<file path="config.mk">
export PLATFORM = sky130hd
export DESIGN_NAME = lut_neuron_prog_flat
export DESIGN_NICKNAME = d
export VERILOG_FILES = /design/src/rtl/lut_neuron_pkg.sv /design/src/rtl/lut_neuron_if.sv /design/src/rtl/lut_neuron_ram.sv /design/src/rtl/lut_neuron_prog.sv /design/src/flat_wrapper.sv
export SDC_FILE = /design/constraint.sdc
export NUM_CORES = 1
export LEC_CHECK = 0
export ABC_AREA = 1
export CAP_MARGIN = 5
export CELL_PAD_IN_SITES_DETAIL_PLACEMENT = 2
export CELL_PAD_IN_SITES_GLOBAL_PLACEMENT = 2
export CORE_ASPECT_RATIO = 1.75
export CORE_MARGIN = 2
export CORE_UTILIZATION = 43
export DETAILED_ROUTE_END_ITERATION = 10
export PLACE_DENSITY_LB_ADDON = 0.1
export SLEW_MARGIN = 20
export SYNTH_ARGS = -nofsm -noshare
export SYNTH_HDL_FRONTEND = slang
export SYNTH_HIERARCHICAL = 1
export SYNTH_SLANG_ARGS = --single-unit
</file>
<file path="constraint.sdc">
create_clock -name clk -period 11.9 [get_ports clk]
set_input_delay 2.975 -clock clk [delete_from_list [all_inputs] [get_ports clk]]
set_output_delay 2.975 -clock clk [all_outputs]
set_load 0.02 [all_outputs]
</file>
<file path="src/rtl/lut_neuron_pkg.sv">
// rtl/lut_neuron_pkg.sv - shared types, default sizes and sizing helpers for the programmable LUT neuron
package lut_neuron_pkg;

    localparam int DEF_IN_BITS   = 8;
    localparam int DEF_OUT_BITS  = 1;
    localparam int DEF_BEAT_BITS = 8;

    typedef enum logic [1:0] {
        S_EMPTY,
        S_LOAD,
        S_READY
    } state_e;

    // Never returns less than 1 so single-entry counters still get a real bit.
    function automatic int clog2(input int n);
        int r;
        r = 1;
        for (int i = 1; i < 31; i++) begin
            if ((1 << i) < n) r = i + 1;
        end
        return r;
    endfunction

    function automatic int table_depth(input int in_bits);
        return 1 << in_bits;
    endfunction

    function automatic int beat_count(input int in_bits, input int out_bits, input int beat_bits);
        return table_depth(in_bits) * out_bits / beat_bits;
    endfunction

    localparam int TABLE_DEPTH = table_depth(DEF_IN_BITS);
    localparam int BEATS       = beat_count(DEF_IN_BITS, DEF_OUT_BITS, DEF_BEAT_BITS);

endpackage

</file>
<file path="src/rtl/lut_neuron_if.sv">
// rtl/lut_neuron_if.sv - config stream, lookup and status bundle; LUT_PROG_READBACK_EN adds readback signals
interface lut_neuron_if #(
    parameter int IN_BITS   = lut_neuron_pkg::DEF_IN_BITS,
    parameter int OUT_BITS  = lut_neuron_pkg::DEF_OUT_BITS,
    parameter int BEAT_BITS = lut_neuron_pkg::DEF_BEAT_BITS
);
    logic                 cfg_valid;
    logic                 cfg_ready;
    logic [BEAT_BITS-1:0] cfg_data;
    logic                 cfg_last;
    logic                 in_valid;
    logic [IN_BITS-1:0]   in_data;
    logic                 out_valid;
    logic [OUT_BITS-1:0]  out_data;
    logic                 loaded;
    logic                 err;
`ifdef LUT_PROG_READBACK_EN
    logic                 rb_start;
    logic                 rb_valid;
    logic [BEAT_BITS-1:0] rb_data;
    logic                 rb_last;
`endif

    modport master (
        output cfg_valid, output cfg_data, output cfg_last,
        output in_valid, output in_data,
`ifdef LUT_PROG_READBACK_EN
        output rb_start, input rb_valid, input rb_data, input rb_last,
`endif
        input cfg_ready, input out_valid, input out_data, input loaded, input err
    );

    modport slave (
        input cfg_valid, input cfg_data, input cfg_last,
        input in_valid, input in_data,
`ifdef LUT_PROG_READBACK_EN
        input rb_start, output rb_valid, output rb_data, output rb_last,
`endif
        output cfg_ready, output out_valid, output out_data, output loaded, output err
    );

endinterface

</file>
<file path="src/rtl/lut_neuron_ram.sv">
// rtl/lut_neuron_ram.sv - flat truth-table RAM: beat-wide sync write, async entry read (beat read under LUT_PROG_READBACK_EN)
module lut_neuron_ram
    import lut_neuron_pkg::*;
#(
    parameter int IN_BITS   = DEF_IN_BITS,
    parameter int OUT_BITS  = DEF_OUT_BITS,
    parameter int BEAT_BITS = DEF_BEAT_BITS,
    localparam int TBITS    = table_depth(IN_BITS) * OUT_BITS,
    localparam int CNT_W    = clog2(TBITS / BEAT_BITS)
) (
    input  logic                 clk,
    input  logic                 we,
    input  logic [CNT_W-1:0]     waddr,
    input  logic [BEAT_BITS-1:0] wdata,
    input  logic [IN_BITS-1:0]   raddr,
    output logic [OUT_BITS-1:0]  rdata
`ifdef LUT_PROG_READBACK_EN
    ,
    input  logic [CNT_W-1:0]     rb_addr,
    output logic [BEAT_BITS-1:0] rb_rdata
`endif
);
    localparam int AW = clog2(TBITS);

    logic [TBITS-1:0] mem_q;
    logic [AW-1:0]    wbase;
    logic [AW-1:0]    rbase;

    // Bit offsets into the flat table; entries may straddle beat boundaries.
    assign wbase = AW'(waddr) * AW'(BEAT_BITS);
    assign rbase = AW'(raddr) * AW'(OUT_BITS);

    always_ff @(posedge clk) begin
        if (we) mem_q[wbase +: BEAT_BITS] <= wdata;
    end

    assign rdata = mem_q[rbase +: OUT_BITS];

`ifdef LUT_PROG_READBACK_EN
    logic [AW-1:0] rb_base;
    assign rb_base  = AW'(rb_addr) * AW'(BEAT_BITS);
    assign rb_rdata = mem_q[rb_base +: BEAT_BITS];
`endif

endmodule

</file>
<file path="src/rtl/lut_neuron_prog.sv">
// rtl/lut_neuron_prog.sv - runtime-programmable LUT neuron: load FSM, framing check, registered lookup; LUT_PROG_READBACK_EN adds table readback
module lut_neuron_prog
    import lut_neuron_pkg::*;
#(
    parameter int IN_BITS   = DEF_IN_BITS,
    parameter int OUT_BITS  = DEF_OUT_BITS,
    parameter int BEAT_BITS = DEF_BEAT_BITS
) (
    input  logic        clk,
    input  logic        rst,
    lut_neuron_if.slave bus
);
    localparam int NBEATS = beat_count(IN_BITS, OUT_BITS, BEAT_BITS);
    localparam int CNT_W  = clog2(NBEATS);
    localparam logic [CNT_W-1:0] LAST_BEAT = CNT_W'(NBEATS - 1);

    state_e              state_q, state_d;
    logic [CNT_W-1:0]    cnt_q, cnt_d;
    logic                loaded_q, loaded_d;
    logic                err_q, err_d;
    logic                out_valid_q, out_valid_d;
    logic [OUT_BITS-1:0] out_data_q, out_data_d;
    logic [OUT_BITS-1:0] ram_rdata;
    logic [CNT_W-1:0]    ram_waddr;
    logic                ram_we;
    logic                cfg_ready;
    logic                cfg_fire;
    logic                lookup;
`ifdef LUT_PROG_READBACK_EN
    logic                 rb_active_q, rb_active_d;
    logic [CNT_W-1:0]     rb_cnt_q, rb_cnt_d;
    logic [BEAT_BITS-1:0] rb_rdata;
`endif

    lut_neuron_ram #(
        .IN_BITS  (IN_BITS),
        .OUT_BITS (OUT_BITS),
        .BEAT_BITS(BEAT_BITS)
    ) u_ram (
        .clk     (clk),
        .we      (ram_we),
        .waddr   (ram_waddr),
        .wdata   (bus.cfg_data),
        .raddr   (bus.in_data),
        .rdata   (ram_rdata)
`ifdef LUT_PROG_READBACK_EN
        ,
        .rb_addr (rb_cnt_q),
        .rb_rdata(rb_rdata)
`endif
    );

    always_comb begin
        state_d   = state_q;
        cnt_d     = cnt_q;
        loaded_d  = loaded_q;
        err_d     = err_q;
        ram_we    = 1'b0;
        ram_waddr = cnt_q;
`ifdef LUT_PROG_READBACK_EN
        cfg_ready = !rb_active_q;
`else
        cfg_ready = 1'b1;
`endif
        cfg_fire  = bus.cfg_valid && cfg_ready;

        // The read is asynchronous and the write lands at the edge, so a lookup
        // in the cycle a reload starts still sees the old table.
        lookup      = bus.in_valid && (state_q == S_READY);
        out_valid_d = lookup;
        out_data_d  = lookup ? ram_rdata : out_data_q;

        case (state_q)
            S_EMPTY, S_READY: begin
                if (cfg_fire) begin
                    ram_we    = 1'b1;
                    ram_waddr = '0;
                    loaded_d  = 1'b0;
                    if (bus.cfg_last) begin
                        err_d   = 1'b1;
                        state_d = S_EMPTY;
                        cnt_d   = '0;
                    end else begin
                        state_d = S_LOAD;
                        cnt_d   = CNT_W'(1);
                    end
                end
            end
            S_LOAD: begin
                if (cfg_fire) begin
                    ram_we = 1'b1;
                    if (bus.cfg_last && (cnt_q == LAST_BEAT)) begin
                        state_d  = S_READY;
                        loaded_d = 1'b1;
                        cnt_d    = '0;
                    end else if (bus.cfg_last || (cnt_q == LAST_BEAT)) begin
                        err_d   = 1'b1;
                        state_d = S_EMPTY;
                        cnt_d   = '0;
                    end else begin
                        cnt_d = cnt_q + CNT_W'(1);
                    end
                end
            end
            default: begin
                state_d = S_EMPTY;
                cnt_d   = '0;
            end
        endcase
    end

`ifdef LUT_PROG_READBACK_EN
    always_comb begin
        rb_active_d = rb_active_q;
        rb_cnt_d    = rb_cnt_q;
        if (rb_active_q) begin
            if (rb_cnt_q == LAST_BEAT) begin
                rb_active_d = 1'b0;
                rb_cnt_d    = '0;
            end else begin
                rb_cnt_d = rb_cnt_q + CNT_W'(1);
            end
        end else if (bus.rb_start && (state_q == S_READY) && !cfg_fire) begin
            rb_active_d = 1'b1;
            rb_cnt_d    = '0;
        end
    end

    always_ff @(posedge clk) begin
        if (rst) begin
            rb_active_q <= 1'b0;
            rb_cnt_q    <= '0;
        end else begin
            rb_active_q <= rb_active_d;
            rb_cnt_q    <= rb_cnt_d;
        end
    end

    assign bus.rb_valid = rb_active_q;
    assign bus.rb_data  = rb_rdata;
    assign bus.rb_last  = rb_active_q && (rb_cnt_q == LAST_BEAT);
`endif

    always_ff @(posedge clk) begin
        if (rst) begin
            state_q     <= S_EMPTY;
            cnt_q       <= '0;
            loaded_q    <= 1'b0;
            err_q       <= 1'b0;
            out_valid_q <= 1'b0;
            out_data_q  <= '0;
        end else begin
            state_q     <= state_d;
            cnt_q       <= cnt_d;
            loaded_q    <= loaded_d;
            err_q       <= err_d;
            out_valid_q <= out_valid_d;
            out_data_q  <= out_data_d;
        end
    end

    assign bus.cfg_ready = cfg_ready;
    assign bus.out_valid = out_valid_q;
    assign bus.out_data  = out_data_q;
    assign bus.loaded    = loaded_q;
    assign bus.err       = err_q;

endmodule
</file>
<file path="src/flat_wrapper.sv">
// flat-port wrapper written by rule: the top's interface ports become plain ports
module lut_neuron_prog_flat import lut_neuron_pkg::*;
#(
    parameter int IN_BITS   = DEF_IN_BITS,
    parameter int OUT_BITS  = DEF_OUT_BITS,
    parameter int BEAT_BITS = DEF_BEAT_BITS
)
  (clk, rst, bus_cfg_valid, bus_cfg_data, bus_cfg_last, bus_in_valid, bus_in_data, bus_cfg_ready, bus_out_valid, bus_out_data, bus_loaded, bus_err);
  lut_neuron_if #(.IN_BITS(IN_BITS), .OUT_BITS(OUT_BITS), .BEAT_BITS(BEAT_BITS)) bus_i ();
  input  logic clk;
  input  logic rst;
  input wire logic [$bits(bus_i.cfg_valid)-1:0] bus_cfg_valid;
  input wire logic [$bits(bus_i.cfg_data)-1:0] bus_cfg_data;
  input wire logic [$bits(bus_i.cfg_last)-1:0] bus_cfg_last;
  input wire logic [$bits(bus_i.in_valid)-1:0] bus_in_valid;
  input wire logic [$bits(bus_i.in_data)-1:0] bus_in_data;
  output wire logic [$bits(bus_i.cfg_ready)-1:0] bus_cfg_ready;
  output wire logic [$bits(bus_i.out_valid)-1:0] bus_out_valid;
  output wire logic [$bits(bus_i.out_data)-1:0] bus_out_data;
  output wire logic [$bits(bus_i.loaded)-1:0] bus_loaded;
  output wire logic [$bits(bus_i.err)-1:0] bus_err;
  assign bus_i.cfg_valid = bus_cfg_valid;
  assign bus_i.cfg_data = bus_cfg_data;
  assign bus_i.cfg_last = bus_cfg_last;
  assign bus_i.in_valid = bus_in_valid;
  assign bus_i.in_data = bus_in_data;
  assign bus_cfg_ready = bus_i.cfg_ready;
  assign bus_out_valid = bus_i.out_valid;
  assign bus_out_data = bus_i.out_data;
  assign bus_loaded = bus_i.loaded;
  assign bus_err = bus_i.err;
  lut_neuron_prog #(.IN_BITS(IN_BITS), .OUT_BITS(OUT_BITS), .BEAT_BITS(BEAT_BITS)) u_core (.clk(clk), .rst(rst), .bus(bus_i));
endmodule
</file>
==> flow_summary.toml <==
[synth]
yosys-top-cells-count = "nand2_1 (372), nor2_1 (307), nand3_1 (263)"
synth_top_area_share_pct = 58.6
synth_edf_count = 256
synth.largest_area_cell = "edfxtp_1"
synth_seq_cells = 267
yosys-top-cells-area = "edfxtp_1 (59%), nand2_1 (11%), nand3_1 (10%)"
yosysMostFrequentCell = "nand2_1"
yosysSeqAreaShare_pct = 60.3
async_reset_ff_share_pct = 0
syn_nets = 1514
yosysWarnings = 6
syn-cell-area_um2 = 13100
synth_area_per_cell_um2 = 8.82
synth_ff_type = "edfxtp_1"
syn_inst = 1487
synth_cell_type_count = 30

[sta]
finalCritPeriodShare_pct = 58.2
fin_hold_ws_ns = 0.456
slew_headroom_pct = 31.8
setup_tns_ns = 0
tightest_slew_ns = 1.02
finalMaxSlewViolations = 0
fmax_mhz = 144
final_hold_viol_count = 0
rsz0062_at_grt = "no"
setup_violations = 0
finalClockSkew_ns = 0.0104
period_minus_slack_ns = 6.92

[layout]
syn2layout_area_growth_pct = 9.36
drive_gt1_share_pct = 6.36
final_nets = 1488
antenna_cells = 0
fin_area_um2 = 14300

[power]
netSwitchingFraction_pct = 25.0
powerDensity_nw_per_um2 = 139
power_leakage_uw = 0.00518
combPwrFrac_pct = 9.6
p_sw_uw = 497
intPower_uw = 1490
clkPwrFrac_pct = 38.9
peakVddDrop_mv = 0.122
sequentialPowerShare_pct = 51.5

[route]
drt-total-wl_mm = 46.4
ant_nets = 0
wl_per_cell_um = 24.9
viasPerCell = 5.74
drtPass1Iterations = 5
drc_errors = 0
drt_iter0_drc = 484
vias = 10700

[worst_setup_path]
critical_path_class = "in -> reg"
slowest_delay_ns = 0.82
cp.required_ns = 12.07
cp_slowest_cell = "nor2_1"
crit_path_start_kind = "input port"
critPathMaxFanout = 71
setup.worst_path.end_class = "flip-flop"
critPathTopFamily = "simple AND/OR/NAND/NOR gates"
rrSetupSlack_ns = 7.51
crit_buf_inv = 5
cpMostUsedCell = "nor2_1"
crit_chain = "clkdlybuf4s50_1, inv_1, nor2_1, nor2_1, inv_1, ha_1, nand2_1, nor3_2, inv_2, nand2_2, buf_4, nor2_1, nand2_1, nor2_1"
worst_ep_arrival_time_ns = 7.10

[worst_hold_path]
hold_class = "reg -> reg"

[run]
maxCapViolations = 0

[grt]
grt_pass1_vias = 11800
grtUsageTotal_pct = 29.6
grt_pass1_wl_mm = 69.8
grt_max_degree = 74
overflow = 0
antenna_found_initial = 0

[clocking]
clk_pin_slew_ns = 0.06
cts_buffer_depth = 3
hold_buffers = 0
cts_tree = "done"
h-tree-depth = 1
cts_buffers = 24
clock_latency_ns = 0.55
cts_repair_resize_count = 0
cts_sinks = 267
cts_setup_buffers = 0
clock-root-buffer = "clkbuf_16"

[floorplan]
fp.dieW_um = 136
num_rows = 84
initial_utilization_pct = 43.6
die_area_um2 = 32000
fp.coreArea_um2 = 30100
die_h_um = 235
io_pins = 26

[placed_design]
dp_hpwl_mm = 31.2
place_congestion = 0.832
port_buffers = 24
dpl_cell_area_um2 = 13500

[outcome]
status = "complete, no violations"
==> cell families after synthesis <==
group,count (synthesis),synth area share [%]
compound gates,12,0.486
xor+xnor,1,0.124
fa+ha+maj,6,0.572
buf+inv,182,5.67
flops,267,60.3
other cells,1,0.0286
simple gates,1018,32.8
==> cell type report <==
cell class | count | area [um^2]
sequential | 267 | 7910
inverter | 91 | 348
timing repair buffer | 39 | 340
fill | 3321 | 15700
clock inverter | 11 | 109
clock buffer | 31 | 657
multi-input combinational | 1038 | 4500
tap | 387 | 484
==> flip-flops by register name (all words and copies together), names as in the netlist <==
name and cells:
u_core/bus.out_valid 1, u_core/u_ram/mem_q 256, u_core/bus.err 1, u_core/bus.loaded 1, u_core/cnt_q 5, u_core/bus.out_data 1
u_core/state_q 2
==> worst paths after layout <==
check,startpoint,endpoint,cells past startpoint
setup / recovery,bus_cfg_valid,u_core/u_ram/mem_q[16],14
hold / removal,u_core/bus.out_data,u_core/bus.out_data,2
setup reg to reg,u_core/state_q[0],u_core/u_ram/mem_q[16],12
hold reg to reg,u_core/bus.out_data,u_core/bus.out_data,2
==> metrics by stage <==
stage	power, uW	instances	setup slack (ns)	util, %
2_1_floorplan	1160	1487	6.00	-
3_3_place_gp	1230	1822	4.54	45.1
3_5_place_dp	1230	1822	4.35	45.1
4_1_cts	2010	1864	4.91	47.6
5_1_grt	2040	1864	4.71	47.7
6_report	1990	1864	4.98	47.7
==> power by group through the flow <==
stage | Clock (uW) | Combinational [uW] | Sequential, uW
6_report | 774 | 191 | 1020
4_1_cts | 795 | 190 | 1020
3_5_place_dp | 0 | 188 | 1040
2_1_floorplan | 0 | 112 | 1040
5_1_grt | 812 | 205 | 1020
3_3_place_gp | 0 | 181 | 1040
==> tightest hold or removal path: stages (launching register included) <==
cell,delay (ns)
dfxtp_1,0.31
inv_1,0.05
a21oi_1,0.05
==> cells in the final DEF, fill, tap and decap left out, types with 11 or more instances in the layout <==
master           Yosys  final
inv_1               81     79
nor3_1              49     43
clkbuf_16            0     24
nand2_1            372    371
nand3_1            263    263
buf_4                2     16
nor2_1             307    307
dfxtp_1             11     11
edfxtp_1           256    256
clkdlybuf4s50_1      0     21
==> metal layers <==
metal	GRT usage (%)	wire length, um
met5	0	0
met4	13.9	2390
met3	2.72	1830
met2	56.4	25800
met1	31.8	16400
Power figures use the tool's default switching activity.
